**src/rtl/mmcm_drp_ctrl.sv**
```systemverilog
// MMCME2_ADV reconfiguration sequencer: holds the MMCM in reset, applies a captured
// table of masked read-modify-write DRP updates, releases reset and waits for LOCKED.
module mmcm_drp_ctrl #(
    parameter int NREG         = 4,
    parameter int LOCK_TIMEOUT = 65535,
    parameter int DRDY_TIMEOUT = 255
) (
    input  logic                 CLK,
    input  logic                 RST_X,
    input  logic                 REQ,
    input  logic [7*NREG-1:0]    CFG_ADDR,
    input  logic [16*NREG-1:0]   CFG_MASK,
    input  logic [16*NREG-1:0]   CFG_DATA,
    output logic                 BUSY,
    output logic                 DONE,
    output logic                 ERR,
    output logic [6:0]           DADDR,
    output logic [15:0]          DI,
    output logic                 DEN,
    output logic                 DWE,
    input  logic [15:0]          DO,
    input  logic                 DRDY,
    output logic                 MMCM_RST,
    input  logic                 LOCKED
);

    localparam int              IDXW     = (NREG > 1) ? $clog2(NREG) : 1;
    localparam logic [IDXW-1:0] IDX_LAST = IDXW'(NREG - 1);
    localparam logic [IDXW-1:0] IDX_ONE  = IDXW'(1);
    localparam logic [15:0]     LOCK_TO  = 16'(LOCK_TIMEOUT);
    localparam logic [7:0]      DRDY_TO  = 8'(DRDY_TIMEOUT);

    typedef enum logic [2:0] {
        S_IDLE, S_RST_ON, S_RD, S_RD_WAIT, S_WR, S_WR_WAIT, S_REL, S_LOCK_WAIT
    } state_t;

    state_t          state_q, state_d;
    logic [IDXW-1:0] idx_q, idx_d;
    logic [7:0]      wcnt_q, wcnt_d;
    logic [15:0]     lcnt_q, lcnt_d;
    logic [6:0]      addr_q [NREG];
    logic [15:0]     mask_q [NREG];
    logic [15:0]     data_q [NREG];
    logic [6:0]      daddr_q, daddr_d;
    logic [15:0]     di_q, di_d;
    logic            den_q, den_d, dwe_q, dwe_d;
    logic            rst_q, rst_d, busy_q, busy_d;
    logic            done_q, done_d, err_q, err_d;
    logic            cap_s;

    // Mask bit 1 keeps the bit read back from the MMCM, 0 takes the new data bit.
    function automatic logic [15:0] rmw_merge(input logic [15:0] old_v,
                                              input logic [15:0] keep_v,
                                              input logic [15:0] new_v);
        return (old_v & keep_v) | (new_v & ~keep_v);
    endfunction

    // Sequencer next state; DI doubles as the merged-word register.
    always_comb begin
        state_d = state_q;
        idx_d   = idx_q;
        wcnt_d  = wcnt_q;
        lcnt_d  = lcnt_q;
        di_d    = di_q;
        err_d   = err_q;
        done_d  = 1'b0;
        cap_s   = 1'b0;
        case (state_q)
            S_IDLE: begin
                if (REQ) begin
                    cap_s   = 1'b1;
                    err_d   = 1'b0;
                    state_d = S_RST_ON;
                end else begin
                    state_d = S_IDLE;
                end
            end
            S_RST_ON: begin
                idx_d   = '0;
                state_d = S_RD;
            end
            S_RD: begin
                wcnt_d  = 8'd0;
                state_d = S_RD_WAIT;
            end
            S_RD_WAIT: begin
                if (DRDY) begin
                    di_d    = rmw_merge(DO, mask_q[idx_q], data_q[idx_q]);
                    state_d = S_WR;
                end else if (wcnt_q == DRDY_TO) begin
                    err_d   = 1'b1;
                    state_d = S_IDLE;
                end else begin
                    wcnt_d  = wcnt_q + 8'd1;
                end
            end
            S_WR: begin
                wcnt_d  = 8'd0;
                state_d = S_WR_WAIT;
            end
            S_WR_WAIT: begin
                if (DRDY) begin
                    if (idx_q == IDX_LAST) begin
                        state_d = S_REL;
                    end else begin
                        idx_d   = idx_q + IDX_ONE;
                        state_d = S_RD;
                    end
                end else if (wcnt_q == DRDY_TO) begin
                    err_d   = 1'b1;
                    state_d = S_IDLE;
                end else begin
                    wcnt_d  = wcnt_q + 8'd1;
                end
            end
            S_REL: begin
                lcnt_d  = 16'd0;
                state_d = S_LOCK_WAIT;
            end
            S_LOCK_WAIT: begin
                // The first four cycles mask a LOCKED left over from before the reset pulse.
                if (LOCKED && (lcnt_q >= 16'd4)) begin
                    done_d  = 1'b1;
                    state_d = S_IDLE;
                end else if (lcnt_q == LOCK_TO) begin
                    err_d   = 1'b1;
                    state_d = S_IDLE;
                end else begin
                    lcnt_d  = lcnt_q + 16'd1;
                end
            end
            default: begin
                state_d = S_IDLE;
            end
        endcase
    end

    // Output strobes are decoded from the next state so every pin comes from a flop.
    always_comb begin
        den_d  = (state_d == S_RD) || (state_d == S_WR);
        dwe_d  = (state_d == S_WR);
        busy_d = (state_d != S_IDLE);
        rst_d  = (state_d != S_IDLE) && (state_d != S_LOCK_WAIT);
        if (den_d) begin
            daddr_d = addr_q[idx_d];
        end else begin
            daddr_d = daddr_q;
        end
    end

    // Control state and registered outputs.
    always_ff @(posedge CLK or negedge RST_X) begin
        if (!RST_X) begin
            state_q <= S_IDLE;
            idx_q   <= '0;
            wcnt_q  <= 8'd0;
            lcnt_q  <= 16'd0;
            daddr_q <= 7'd0;
            di_q    <= 16'd0;
            den_q   <= 1'b0;
            dwe_q   <= 1'b0;
            rst_q   <= 1'b0;
            busy_q  <= 1'b0;
            done_q  <= 1'b0;
            err_q   <= 1'b0;
        end else begin
            state_q <= state_d;
            idx_q   <= idx_d;
            wcnt_q  <= wcnt_d;
            lcnt_q  <= lcnt_d;
            daddr_q <= daddr_d;
            di_q    <= di_d;
            den_q   <= den_d;
            dwe_q   <= dwe_d;
            rst_q   <= rst_d;
            busy_q  <= busy_d;
            done_q  <= done_d;
            err_q   <= err_d;
        end
    end

    // Table snapshot taken only when a request is accepted.
    always_ff @(posedge CLK or negedge RST_X) begin
        if (!RST_X) begin
            for (int i = 0; i < NREG; i++) begin
                addr_q[i] <= 7'd0;
                mask_q[i] <= 16'd0;
                data_q[i] <= 16'd0;
            end
        end else if (cap_s) begin
            for (int i = 0; i < NREG; i++) begin
                addr_q[i] <= CFG_ADDR[7*i +: 7];
                mask_q[i] <= CFG_MASK[16*i +: 16];
                data_q[i] <= CFG_DATA[16*i +: 16];
            end
        end
    end

    assign BUSY     = busy_q;
    assign DONE     = done_q;
    assign ERR      = err_q;
    assign DADDR    = daddr_q;
    assign DI       = di_q;
    assign DEN      = den_q;
    assign DWE      = dwe_q;
    assign MMCM_RST = rst_q;

endmodule

```
**config.mk**
```make
export PLATFORM = sky130hd
export DESIGN_NAME = mmcm_drp_ctrl
export DESIGN_NICKNAME = d
export VERILOG_FILES = /design/src/rtl/mmcm_drp_ctrl.sv
export SDC_FILE = /design/constraint.sdc
export NUM_CORES = 1
export LEC_CHECK = 0
export ABC_AREA = 1
export CELL_PAD_IN_SITES_DETAIL_PLACEMENT = 0
export CELL_PAD_IN_SITES_GLOBAL_PLACEMENT = 1
export CORE_UTILIZATION = 41
export CTS_BUF_LIST = sky130_fd_sc_hd__clkbuf_16
export DETAILED_ROUTE_END_ITERATION = 10
export GPL_TIMING_DRIVEN = 1
export PLACE_DENSITY_LB_ADDON = 0.1
export SLEW_MARGIN = 5
export SYNTH_ARGS = -nofsm -noshare
export SYNTH_HDL_FRONTEND = slang
export SYNTH_SLANG_ARGS = --single-unit
export TNS_END_PERCENT = 50
```
**constraint.sdc**
```tcl
create_clock -name CLK -period 4.1 [get_ports CLK]
set_input_delay 0.615 -clock CLK [delete_from_list [all_inputs] [get_ports CLK]]
set_output_delay 0.615 -clock CLK [all_outputs]
set_load 0.01 [all_outputs]
```
## Yosys cells after proc, flatten, opt, wreduce, memory -nomap -nowiden

Index checks and enable logic that the tools add are counted.

| storage, ports and cells | value |
|---|---|
| bits in registers | 214 |
| input bits | 177 |
| word-level logic and storage cells | 106 |

| cells by class | value |
|---|---|
| add/sub/neg operators | 3 |
| magnitude comparators | 3 |
| equal/unequal tests | 20 |
| mux-type cells | 36 |
| bitwise logic cells | 6 |
| reduce and logical (&&, ||, !) cells | 14 |

Operators with widths:

| kind | number |
|---|---|
| 16-bit 2-to-1 mux | 6 |
| 16-bit binary-select mux with 2-bit select | 2 |
| 16-bit AND | 2 |
| 16-bit case mux with 2 select lines | 1 |
| 3-bit case mux with 8 select lines | 1 |
| 3-bit 2-to-1 mux | 6 |
| 16-bit by 1-bit adder with 16-bit output, second input constant | 1 |
| 16-bit equality test, second input constant | 1 |
| 16-bit by 3-bit >= comparator with 1-bit output, second input constant | 1 |
| 8-bit 2-to-1 mux | 2 |
| 16-bit NOT | 1 |
| 16-bit OR | 1 |
| 8-bit case mux with 2 select lines | 1 |
| 3-bit equality test, second input constant | 5 |
| 7-bit binary-select mux with 2-bit select | 1 |
| 7-bit 2-to-1 mux | 2 |
| 2-bit inequality test, second input constant | 6 |
| 1-bit 2-to-1 mux | 10 |
| 3-bit by 2-bit equality test with 1-bit output, second input constant | 3 |
| 8-bit by 1-bit adder with 8-bit output, second input constant | 1 |
| 8-bit equality test, second input constant | 1 |
| 3-bit >= comparator, second input constant | 2 |
| 2-bit NOT with 3-bit output | 2 |
| 3-bit AND reduction | 2 |
| 16 further kinds | 21 |

## Longest topological paths before layout

Gate-level depths: netlist of run 1.

| logic depth | value |
|---|---|
| depth in word-level cells | 8 |
| gate-level depth with buffers | 15 |
| gate-level depth less buffers | 15 |

## Worst setup path before layout of run 1

No wires, ideal clock.

| timing | value |
|---|---|
| path type | flip-flop to flip-flop |
| from | register state_q[1] |
| to | register daddr_q[0] (netlist: DADDR[0]) |
| data arrival time | 1.665 ns |
| data required time | 3.983 ns |
| slack | 2.318 ns |
| cell stages (with the launch flop) | 13 |
| buffers on the path | 0 |
| cells stage by stage | dfrtp_1 > inv_2 > ha_1 > nor3_1 > nand2_1 > nor2_1 > inv_1 > nand2_2 > inv_2 > nand2_2 > nand2_4 > nand2_1 > nand2_1 |

| between the ends | value |
|---|---|
| elaborated cells between the ends (all ways) | 22 |

RTL lines:

| item | RTL line | RTL |
|---|---|---|
| start, declared | 37 | `state_t state_q, state_d;` |
| start signal, assigned | 167 | `state_q <= state_d;` |
| 3-bit equality test, or another cell as far along | 68 | `case (state_q)` |
| 3-bit case mux with 8 select lines (*) | 68 |  |
| net state_d[0] | 37 |  |
| 3-bit by 2-bit equality test with 1-bit output / 3-bit equality test (equally long branches) | 140 | `den_d = (state_d == S_RD) \|\| (state_d == S_WR);` |
| 1-bit logical OR (*) | 140 |  |
| net den_d | 46 | `logic den_q, den_d, dwe_q, dwe_d;` |
| end signal, assigned | 171 | `daddr_q <= daddr_d;` |
| end, declared | 44 | `logic [6:0] daddr_q, daddr_d;` |

Mark *: on every way through the listed nets, which the timed path passes. The rest lies on a longest branch. The select of a mux whose other input is x is not followed.
A chain may end at the register's enable or synchronous reset.

## Worst setup path in the final report of run 1

| timing | value |
|---|---|
| from | register idx_q[0] |
| to | register daddr_q[5] (netlist: DADDR[5]) |

| between the ends | value |
|---|---|
| word-level cells in the longest chain between the ends | 8 |
| elaborated cells between the ends (all ways) | 15 |

RTL lines:

| item | RTL line | RTL |
|---|---|---|
| start, declared | 38 | `logic [IDXW-1:0] idx_q, idx_d;` |
| start signal, assigned | 168 | `idx_q <= idx_d;` |
| 2-bit by 1-bit adder with 2-bit output / 2-bit equality test (equally long branches) | 106, 103 |  |
| 2-bit 2-to-1 mux | 103 | `if (idx_q == IDX_LAST) begin` |
| 2-bit 2-to-1 mux | 102 | `if (DRDY) begin` |
| 2-bit case mux with 2 select lines | 68 |  |
| 2-bit NOT with 3-bit output (not written as such) | 145 | `daddr_d = addr_q[idx_d];` |
| 7-bit binary-select mux with 2-bit select | 145 |  |
| 7-bit 2-to-1 mux (not written as such) (2 in a row) | 145 |  |

Parallel ways exist; a longest one is shown, timed or not. The select of a mux whose other input is x is not followed.

==> results of run 1 <==
==> area by class of cell <==
| type | count | area [µm²] | area share, % |
|---|---|---|---|
| clock buffer | 25 | 626 | 4.84 |
| sequential | 214 | 5360 | 41.4 |
| inverter | 114 | 433 | 3.35 |
| multi-input combinational | 852 | 3870 | 29.9 |
| clock inverter | 17 | 96.3 | 0.745 |
| tap | 319 | 399 | 3.09 |
| timing repair buffer | 217 | 2160 | 16.7 |
==> cell families after synthesis <==
group,share of synthesized area (%)
AND/OR/NAND/NOR,21.4
adder cells (fa/ha/maj),0.757
flip-flops,54.0
buffers and inverters,7.11
AO/OA/AOI/OAI,16.5
XOR/XNOR,0.177
==> power by group through the flow <==
stage          registers (mW)  logic, mW  clock network, mW
2_1_floorplan            3.36       1.75                  0
3_3_place_gp             3.42       2.73                  0
3_5_place_dp             3.44       2.77                  0
4_1_cts                  3.41       2.80               2.04
5_1_grt                  3.50       3.18               2.12
6_report                 3.41       2.77               1.98
==> worst max-delay path by stage <==
stage | end | slack [ns] | depth (start not counted)
after global placement | DADDR[2] | 1.50 | 10
after global routing | DADDR[5] | 1.24 | 9
after detailed placement | DADDR[0] | 1.40 | 10
after floorplan | DADDR[0] | 2.32 | 12
final | DADDR[5] | 1.58 | 9
after CTS | DADDR[5] | 1.57 | 9
==> Yosys cell counts, drive strengths merged, types with 6 or more instances <==
| library cell | number |
|---|---|
| a21oi | 122 |
| nand2 | 432 |
| clkbuf | 34 |
| nand3 | 25 |
| buf | 30 |
| nor2 | 40 |
| nor3 | 12 |
| dfrtp | 214 |
| o21ai | 197 |
| ha | 6 |
| nand4 | 6 |
| inv | 113 |
==> routing by layer <==
metal  wire length [µm]  vias up  global-route usage [%]
met3               1650       42                    3.28
met2              12200      259                    35.3
li1                   -     4337                       -
met4                701        0                    6.98
met1              13300     4011                    33.2
met5                  0        -                       0
==> sequential cells by signal, indices dropped and copies added, names as in the netlist <==
register,count
data_q,64
mask_q,64
addr_q,28
DI,16
lcnt_q,16
wcnt_q,8
DADDR,7
state_q,3
idx_q,2
BUSY,1
DEN,1
DONE,1
DWE,1
ERR,1
MMCM_RST,1
==> critical path, cell delays in order, from the launching register on <==
cell and delay (ns):
dfrtp_2 0.40, inv_2 0.77, a21oi_1 0.17, o21ai_0 0.14, o21ai_2 0.27, inv_1 0.32, nor2_1 0.06, o21ai_0 0.18
nand2_1 0.07, nand2_1 0.06
==> stage by stage <==
step	hold WS (ns)	cells	total power, mW	utilization [%]
floorplan	0.319	1244	5.11	-
global placement	0.455	1716	6.15	51.7
detailed placement	0.460	1716	6.21	51.7
CTS	0.229	1758	8.24	54.8
global route	0.251	1758	8.80	54.8
finish	0.117	1758	8.16	54.8
==> out/results.env, run 1 <==
RESULT_OF_THE_RUN='finished clean'
ANTENNA_LEFT=0
COMBPWRFRAC_PCT=33.9
WORST_HOLD_PATH_TYPE='in2async'
SETUP_TNS_NS=0
NETLIST_AREA_MM2=0.00992
EFFECTIVE_UTILIZATION_AT_FLOORPLAN_PCT=42.0
FILLCELLCOUNT=2284
RR_WORST_DEPTH=9
DIE_WIDTH_UM=158
WORSTSETUPENDPOINTTYPE='register'
SETUP_REPAIR_BUFS_AFTER_CTS=0
CTS_RESIZED=0
GRT_PASS1_VIAS=8488
MAX_CAP_VIOLATIONS=0
FIN_CRIT_SH_PCT=61.5
FINAL_LAYOUT_SIZE_SUFFIX_GT1_SHARE_PCT=5.42
PLACE.GP.CONGESTION=0.842
PLACEMENT_ROWS=56
SHARE_OF_SYNTHESIZED_FLIP_FLOPS_WITH_AN_ASYNCHRONOUS_SET_OR_RESET_PCT=100
WORSTPATHARRIVAL_NS=2.97
REG2REG_TO='DADDR[5]'
P_PER_AREA_mW_PER_MM2=631
PWR-SHARE-SEQ_PCT=41.8
ANTENNA_CELLS=0
WORST_IR_DROP_VDD_mV=0.268
SEQ_AREA_FRAC_SYNTH_PCT=54.0
POSTSYNTHNETCOUNT=1427
PLACE_WS_NS=1.40
INITIALDRTVIOLATIONCOUNT=614
FINAL_AREA_MM2=0.0129
ROUTE.DETAILED.VIAS_PER_INST=4.92
LARGEST_NET_DEGREE_AT_THE_START_OF_GLOBAL_ROUTING=122
POST_SYNTH_TOP_FLOP='dfrtp_1'
SYNTH_AREA_LEADERS='dfrtp_1 54%, nand2_1 16%, o21ai_0 9.5%, a21oi_1 6.1%, inv_1 4.0%'
DIE_AREA_MM2=0.0248
FINAL-HOLD-VIOLATION-COUNT=0
TIMING_WORST_SLEW_PIN_VALUE_NS=1.12
CTS.CLK_SLEW.WORST_PATHS_NS=0.06
MAX_FREQ_MHz=397
CORE_AREA_MM2=0.0236
IO_BUFFERS=205
CTS_SINKS=214
PERIOD_MINUS_SLACK_NS=2.52
TOP_LIBRARY_CELLS_BY_USAGE_IN_THE_LAYOUT_FILL_AND_TAPS_ASIDE='421 x nand2_1, 213 x dfrtp_1, 204 x clkdlybuf4s50_1'
CTS_ROOT_BUFFER='clkbuf_16'
TIMING.FINAL.SETUP_VIOLATIONS=0
SYN_TO_LAYOUT_AREA_DELTA_PCT=30.4
DPL.HPWL_MM=19.0
STATIC-LEAKAGE-POWER_nW=6.07
DETAIL_ROUTE.WIRELENGTH_MM=27.8
SYN-MEAN-INSTANCE-AREA_UM2=7.97
CTS_TREE='yes'
DIE_H_UM=158
SLEW_HEADROOM_PCT=25.5
SYNTH_TOP_CELL_BY_AREA='dfrtp_1'
NUMBER_OF_BUFFERS_ON_THE_LONGEST_CLOCK_PATH=3
YS_TYPES=33
RSZ0062_AT_GRT='no'
YS.WARNINGS.COUNT=0
ROUTE.DETAILED.DRC=0
IO_PINS=206
SWITCHING_SHARE_PCT=36.1
NNETSFINAL=1606
NUM_VIAS=8649
CTS_MADE_BUFFERS=24
GRT_ANTENNA_BEFORE_REPAIR=0
ROUTE.DETAILED.WL_PER_INST_UM=15.8
TRACK_USAGE_PCT=22.9
CTS.HOLD.BUFFERS_ADDED=0
STARTPOINT_TYPE='register'
FIN_WS_NS=1.58
LARGEST_DRIVER_FANOUT_ON_THE_CRITICAL_PATH=66
PWR-SHARE-CLK_PCT=24.3
DRV_SLEW=0
CRIT_TYPE='reg2reg'
GLOBAL_ROUTE_WIRE_LENGTH_BEFORE_REPAIR_MM=44.0
CLK_LATENCY_NS=0.51
SKEW_NS=0.00843
SYN-INSTANCE-COUNT=1244
H-TREE-DEPTH=1
SWITCHINGPOWER_mW=2.95
R2R_START='idx_q[0]'
NUMBER_OF_ENABLE_FLIP_FLOP_CELLS_AFTER_SYNTHESIS=0
CRITICAL_PATH.STARTPOINT='idx_q[0]'
INTERNAL_POWER_mW=5.21
MOST_COMMON_CELL_AFTER_LAYOUT_FILL_AND_TAPS_ASIDE='nand2_1'
R2R_SETUP_SLACK_NS=1.58
SYNTH_SEQ_CELLS=214
TOTAL_ITERATIONS_OF_THE_FIRST_DETAILED_ROUTING_RUN=5
SYNTH_LARGEST_TYPE_AREA_FRACTION_PCT=54.0
GRT_OVERFLOW=0
CRITPATHREQUIREDTIME_NS=4.55
CELL_AREA_AFTER_PLACEMENT_MM2=0.0122
No activity file was read; power rests on OpenSTA's default activity.
==> inputs of run 2 (changes only) <==
Settings changed: CORE_UTILIZATION 41 to 34.
Clock period 4.1 ns to 2 ns, I/O delays scaled along.
==> out/results.env, run 2 (synthesis gave the netlist of run 1 again) <==
RESULT_OF_THE_RUN='finished clean'  # unchanged
NUMBER_OF_BUFFERS_ON_THE_LONGEST_CLOCK_PATH=3  # unchanged
CLK_LATENCY_NS=0.54  # was 0.51 ns
FILLCELLCOUNT=2914  # was 2284
GRT_ANTENNA_BEFORE_REPAIR=0  # unchanged
SLEW_HEADROOM_PCT=61.5  # was 25.5%
CORE_AREA_MM2=0.0287  # was 0.0236 mm²
GRT_PASS1_VIAS=8749  # was 8488
DPL.HPWL_MM=21.4  # was 19.0 mm
CRITPATHREQUIREDTIME_NS=2.46  # was 4.55 ns
TIMING_WORST_SLEW_PIN_VALUE_NS=0.578  # was 1.12 ns
SYN_TO_LAYOUT_AREA_DELTA_PCT=36.5  # was 30.4%
WORSTPATHARRIVAL_NS=2.31  # was 2.97 ns
CELL_COUNT_AFTER_PLACEMENT=1809  # was 1716
RSZ0062_AT_GRT='yes'  # was no
LARGEST_DRIVER_FANOUT_ON_THE_CRITICAL_PATH=30  # was 66
FINAL_LAYOUT_SIZE_SUFFIX_GT1_SHARE_PCT=8.67  # was 5.42%
LARGEST_NET_DEGREE_AT_THE_START_OF_GLOBAL_ROUTING=66  # was 122
ROUTE.DETAILED.VIAS_PER_INST=4.71  # was 4.92
CTS_ROOT_BUFFER='clkbuf_16'  # unchanged
H-TREE-DEPTH=1  # unchanged
DETAIL_ROUTE.WIRELENGTH_MM=30.2  # was 27.8 mm
SKEW_NS=0.0168  # was 0.00843 ns
CP_SLOWEST_STAGE_DELAY_NS=0.53  # was 0.77 ns
PLACEMENT_ROWS=62  # was 56
EFFECTIVE_UTILIZATION_AT_FLOORPLAN_PCT=34.6  # was 42.0%
COMBPWRFRAC_PCT=34.9  # was 33.9%
DIE_WIDTH_UM=173  # was 158 µm
GRT_OVERFLOW=0  # unchanged
FINAL-HOLD-VIOLATION-COUNT=0  # unchanged
PWR-SHARE-CLK_PCT=24.9  # was 24.3%
NNETSFINAL=1642  # was 1606
DIE_H_UM=173  # was 158 µm
DRV_SLEW=0  # unchanged
FIN_CELLS=1861  # was 1758
CRIT_CHAIN='inv_2 -> buf_12 -> o21ai_0 -> nand2_1 -> a21oi_1 -> a21oi_1 -> o21ai_0'  # was inv_2 -> a21oi_1 -> o21ai_0 -> o21ai_2 -> inv_1 -> nor2_1 -> o21ai_0 -> nand2_1 -> nand2_1
TIMING.HOLD.WS_NS=0.295  # was 0.117 ns
FIN_CRIT_SH_PCT=92.7  # was 61.5%
CELL_AREA_AFTER_PLACEMENT_MM2=0.0127  # was 0.0122 mm²
ROUTE.DETAILED.WL_PER_INST_UM=16.2  # was 15.8 µm
PERIOD_MINUS_SLACK_NS=1.85  # was 2.52 ns
INITIALDRTVIOLATIONCOUNT=563  # was 614
NUM_VIAS=8765  # was 8649
FIN_TOTAL_PWR_mW=17.4  # was 8.16 mW
DIE_AREA_MM2=0.0299  # was 0.0248 mm²
MOST_COMMON_CELL_AFTER_LAYOUT_FILL_AND_TAPS_ASIDE='nand2_1'  # unchanged
INTERNAL_POWER_mW=11.1  # was 5.21 mW
CTS_MADE_BUFFERS=26  # was 24
SWITCHING_SHARE_PCT=36.4  # was 36.1%
IO_BUFFERS=205  # unchanged
LARGEST_REGISTERS='data_q x64, mask_q x64, addr_q x28'  # unchanged
P_PER_AREA_mW_PER_MM2=1280  # was 631 mW/mm²
PWR-SHARE-SEQ_PCT=40.2  # was 41.8%
STARTPOINT_TYPE='register'  # unchanged
FINAL_AREA_MM2=0.0135  # was 0.0129 mm²
WORST_IR_DROP_VDD_mV=0.718  # was 0.268 mV
IO_PINS=206  # unchanged
GLOBAL_ROUTE_WIRE_LENGTH_BEFORE_REPAIR_MM=48.2  # was 44.0 mm
CTS_TREE='yes'  # unchanged
ANTENNA_LEFT=0  # unchanged
TOP_LIBRARY_CELLS_BY_USAGE_IN_THE_LAYOUT_FILL_AND_TAPS_ASIDE='418 x nand2_1, 208 x dfrtp_1, 204 x clkdlybuf4s50_1'  # was 421 x nand2_1, 213 x dfrtp_1, 204 x clkdlybuf4s50_1
CRIT_TYPE='reg2reg'  # unchanged
STATIC-LEAKAGE-POWER_nW=6.33  # was 6.07 nW
CTS_SINKS=214  # unchanged
TRACK_USAGE_PCT=20.4  # was 22.9%
SWITCHINGPOWER_mW=6.33  # was 2.95 mW
FIN_UTIL_PCT=47.2  # was 54.8%
TOTAL_ITERATIONS_OF_THE_FIRST_DETAILED_ROUTING_RUN=5  # unchanged
CTS.CLK_SLEW.WORST_PATHS_NS=0.06  # about the same
TIMING.FINAL.SETUP_VIOLATIONS=0  # unchanged
PLACE.GP.CONGESTION=0.806  # was 0.842
MAX_CAP_VIOLATIONS=0  # unchanged
WORSTSETUPENDPOINTTYPE='register'  # unchanged
MASTER_OF_THE_SLOWEST_INSTANCE_ON_THE_CRITICAL_PATH='dfrtp_2'  # was inv_2
ROUTE.DETAILED.DRC=0  # unchanged
WORST_HOLD_PATH_TYPE='in2reg'  # was in2async
MAX_FREQ_MHz=539  # was 397 MHz
-- run 2: changes by cell type in the layout (fill, tap and decap cells not counted), moves of 2 or more --
cell,change
clkinv_2,+2
nand2_1,-3
nor2_1,-2
clkinv_1,-4
inv_1,+3
buf_4,+19
dfrtp_2,+5
dfrtp_1,-5
buf_12,+13
nand2_2,+3
-- run 2: critical path: cells and delay by family (launching register included) --
| kind | cells | cell delay (ns) |
|---|---|---|
| buffers and inverters | 2 | 0.34 |
| AOI/OAI and AO/OA | 4 | 0.71 |
| DFF | 1 | 0.53 |
| and+or+nand+nor | 1 | 0.19 |
-- run 2: final cells by class --
cell class                 instances  area (µm²)  share of cell area [%]
timing repair buffer             250        2570                    19.0
clock buffer                      26         651                    4.81
sequential                       214        5360                    39.6
multi-input combinational        853        3920                    28.9
inverter                         114         433                    3.20
clock inverter                    19         119                   0.878
antenna                            1        2.50                  0.0185
tap                              384         480                    3.55
-- run 2: metal layers --
| metal | vias up | GRT usage, % | share of wire (%) |
|---|---|---|---|
| met1 | 4101 | 29.6 | 49 |
| met4 | 0 | 4.83 | 2.1 |
| li1 | 4426 | - | - |
| met2 | 198 | 31.9 | 44 |
| met3 | 40 | 3.21 | 4.1 |
| met5 | - | 0 | 0 |
-- run 2: repair_timing --
item	CTS	global route
buffers inserted	0	4
endpoints found under the hold margin	58	0
hold buffers	1	0
gates resized for setup	0	15
endpoints found under the setup margin	0	16
-- run 2: worst paths after layout --
path	slack, ns	start	cells past startpoint	end
setup reg to reg	0.15	idx_q[0]	7	DI[14]
min in group asynchronous	0.32	RST_X	2	DADDR[1]
setup / recovery	0.15	idx_q[0]	7	DI[14]
hold reg to reg	0.47	mask_q[62]	2	mask_q[62]
max in group asynchronous	0.98	RST_X	3	mask_q[54]
hold / removal	0.29	CFG_DATA[63]	3	data_q[15]
-- run 2: through the flow --
stage | setup WS [ns] | TNS, ns
floorplan | 0.218 | 0
global placement | 0.0206 | 0
detailed placement | -0.0815 | -0.284
CTS | 0.00615 | 0
global route | -0.0212 | -0.0316
finish | 0.146 | 0
-- run 2: power groups by stage --
stage	Sequential [mW]	Clock, mW	Combinational (mW)
after floorplan	6.90	0	3.59
after global placement	7.03	0	6.00
after detailed placement	7.05	0	6.06
after CTS	6.99	4.43	6.10
after global routing	7.20	4.61	6.90
final	6.99	4.32	6.08
==> inputs of run 3 (changes only) <==
Settings changed: CORE_UTILIZATION 34 to 42, DONT_BUFFER_PORTS set to 1.
==> out/results.env, run 3 (synthesis gave the netlist of run 1 again) <==
LARGEST_REGISTERS='data_q x64, mask_q x64, addr_q x28'  # unchanged
FINAL_AREA_MM2=0.0129  # was 0.0135 mm²
TRACK_USAGE_PCT=23.6  # was 20.4%
CLK_LATENCY_NS=0.52  # was 0.54 ns
IO_BUFFERS=0  # was 205
CTS_SINKS=214  # unchanged
REGISTER_AREA_MM2=0.00536  # about the same
CORE_AREA_MM2=0.0229  # was 0.0287 mm²
WORST_IR_DROP_VDD_mV=0.707  # was 0.718 mV
FIN_CRIT_SH_PCT=93.5  # was 92.7%
H-TREE-DEPTH=1  # unchanged
DETAIL_ROUTE.WIRELENGTH_MM=28.5  # was 30.2 mm
PLACE_WS_NS=-0.0143  # was -0.0815 ns
DIE_WIDTH_UM=156  # was 173 µm
NUMBER_OF_BUFFERS_ON_THE_LONGEST_CLOCK_PATH=3  # unchanged
FIN_UTIL_PCT=56.4  # was 47.2%
STATIC-LEAKAGE-POWER_nW=6.15  # was 6.33 nW
MOST_COMMON_CELL_AFTER_LAYOUT_FILL_AND_TAPS_ASIDE='nand2_1'  # unchanged
CTS_MADE_BUFFERS=24  # was 26
SLEW_HEADROOM_PCT=61.3  # was 61.5%
DIE_H_UM=156  # was 173 µm
IO_PINS=206  # unchanged
WORST_HOLD_PATH_TYPE='in2async'  # was in2reg
EFFECTIVE_UTILIZATION_AT_FLOORPLAN_PCT=43.3  # was 34.6%
TOTAL_ITERATIONS_OF_THE_FIRST_DETAILED_ROUTING_RUN=5  # unchanged
DRV_SLEW=0  # unchanged
MAX_FREQ_MHz=535  # was 539 MHz
FINAL_LAYOUT_SIZE_SUFFIX_GT1_SHARE_PCT=8.11  # was 8.67%
MAX_CAP_VIOLATIONS=0  # unchanged
SYN_TO_LAYOUT_AREA_DELTA_PCT=30.4  # was 36.5%
CELL_AREA_AFTER_PLACEMENT_MM2=0.0104  # was 0.0127 mm²
GRT_ANTENNA_BEFORE_REPAIR=1  # was 0
P_PER_AREA_mW_PER_MM2=1280  # about the same
FIN_WS_NS=0.131  # was 0.146 ns
CRIT_TYPE='reg2reg'  # unchanged
SKEW_NS=0.0114  # was 0.0168 ns
CTS.HOLD.BUFFERS_ADDED=170  # was 1
PLACEMENT_ROWS=55  # was 62
MULTI_INPUT_COMB_AREA_MM2=0.00395  # was 0.00392 mm²
PLACE.GP.CONGESTION=0.812  # was 0.806
ROUTE.DETAILED.DRC=0  # unchanged
CTS.CLK_SLEW.WORST_PATHS_NS=0.06  # about the same
PERIOD_MINUS_SLACK_NS=1.87  # was 1.85 ns
LARGEST_NET_DEGREE_AT_THE_START_OF_GLOBAL_ROUTING=215  # was 66
WORSTSETUPENDPOINTTYPE='register'  # unchanged
CTS_ROOT_BUFFER='clkbuf_16'  # unchanged
FAILED_CHECKS='negative hold slack'
INITIALDRTVIOLATIONCOUNT=500  # was 563
CELL_COUNT_AFTER_PLACEMENT=1521  # was 1809
ANTENNA_LEFT=0  # unchanged
R2R_SETUP_SLACK_NS=0.13  # was 0.15 ns
FILLCELLCOUNT=2153  # was 2914
WORSTPATHARRIVAL_NS=2.26  # was 2.31 ns
TIMING.HOLD.WS_NS=-0.517  # was 0.295 ns
CTS_TREE='yes'  # unchanged
GRT_PASS1_VIAS=8436  # was 8749
RESULT_OF_THE_RUN='finished with violations'  # was finished clean
FINAL-HOLD-VIOLATION-COUNT=214  # was 0
TIMING_WORST_SLEW_PIN_VALUE_NS=0.580  # was 0.578 ns
LARGEST_DRIVER_FANOUT_ON_THE_CRITICAL_PATH=6  # was 30
FIN_CELLS=1745  # was 1861
STARTPOINT_TYPE='register'  # unchanged
TOP_LIBRARY_CELLS_BY_USAGE_IN_THE_LAYOUT_FILL_AND_TAPS_ASIDE='416 x nand2_1, 210 x dfrtp_1, 189 x o21ai_0'  # was 418 x nand2_1, 208 x dfrtp_1, 204 x clkdlybuf4s50_1
DPL.HPWL_MM=18.8  # was 21.4 mm
ROUTE.DETAILED.WL_PER_INST_UM=16.4  # was 16.2 µm
GRT_OVERFLOW=0  # unchanged
TIMING.FINAL.SETUP_VIOLATIONS=0  # unchanged
CRITPATHREQUIREDTIME_NS=2.39  # was 2.46 ns
DIE_AREA_MM2=0.0242  # was 0.0299 mm²
NUM_VIAS=8632  # was 8765
GLOBAL_ROUTE_WIRE_LENGTH_BEFORE_REPAIR_MM=44.8  # was 48.2 mm
ROUTE.DETAILED.VIAS_PER_INST=4.95  # was 4.71
NNETSFINAL=1596  # was 1642
## run 3: repair_timing
item	4_1_cts	5_1_grt
setup endpoints to repair	1	20
pin swaps	1	13
gates cloned	0	2
gates resized for setup	1	22
buffers inserted	0	7
hold endpoints to repair	384	214
## run 3: path summary, 6_finish.rpt
path                       depth (start not counted)        from    endpoint
min in group CLK                                   2      DO[15]      DI[15]
max in group asynchronous                          0       RST_X  state_q[0]
setup reg to reg                                  14   lcnt_q[1]        BUSY
hold reg to reg                                    2  mask_q[60]  mask_q[60]
setup / recovery                                  14   lcnt_q[1]        BUSY
hold / removal                                     0       RST_X   lcnt_q[7]
## run 3: final cells by class
cell class              instances  area share, %
repair buffers                206           16.0
clock buffers                  24           4.64
diodes                          1         0.0193
multi-input cells             853           30.6
well taps                     313           3.03
clock inverters                20          0.938
flip-flops and latches        214           41.4
inverters                     114           3.35
## run 3: worst max-delay path, cell delays in order, from the launching register on
cell and delay (ns):
dfrtp_1 0.37, ha_2 0.20, nand2_2 0.08, nor2_4 0.16, nand2_2 0.08, nor2_4 0.10, nor2_4 0.05, nand2_4 0.09
nand2_2 0.04, nand2_1 0.06, nand2_2 0.08, nor2_4 0.17, buf_4 0.14, buf_4 0.09, nand2_1 0.05
## run 3: layer usage
metal | share of wire, % | vias up | GRT usage, %
met4 | 2.2 | 0 | 6.40
li1 | - | 4347 | -
met1 | 47 | 3981 | 33.9
met2 | 45 | 261 | 36.8
met3 | 5.7 | 43 | 3.75
met5 | 0 | - | 0
## run 3: per-stage QoR
stage | power [mW] | setup TNS (ns) | hold WS [ns]
2_1_floorplan | 10.5 | 0 | 0.00441
3_3_place_gp | 12.0 | 0 | 0.0123
3_5_place_dp | 12.1 | -0.0143 | 0.0131
4_1_cts | 16.5 | 0 | -0.533
5_1_grt | 17.8 | -0.103 | -0.539
6_report | 16.5 | 0 | -0.517
## run 3: where the power goes
group	leakage [nW]	total (mW)	internal (mW)	switching, mW
sequential	2.69	7.13	6.15	0.973
combinational	3.08	5.36	1.97	3.39
clock	0.381	4.05	2.30	1.75
total	6.15	16.5	10.4	6.11
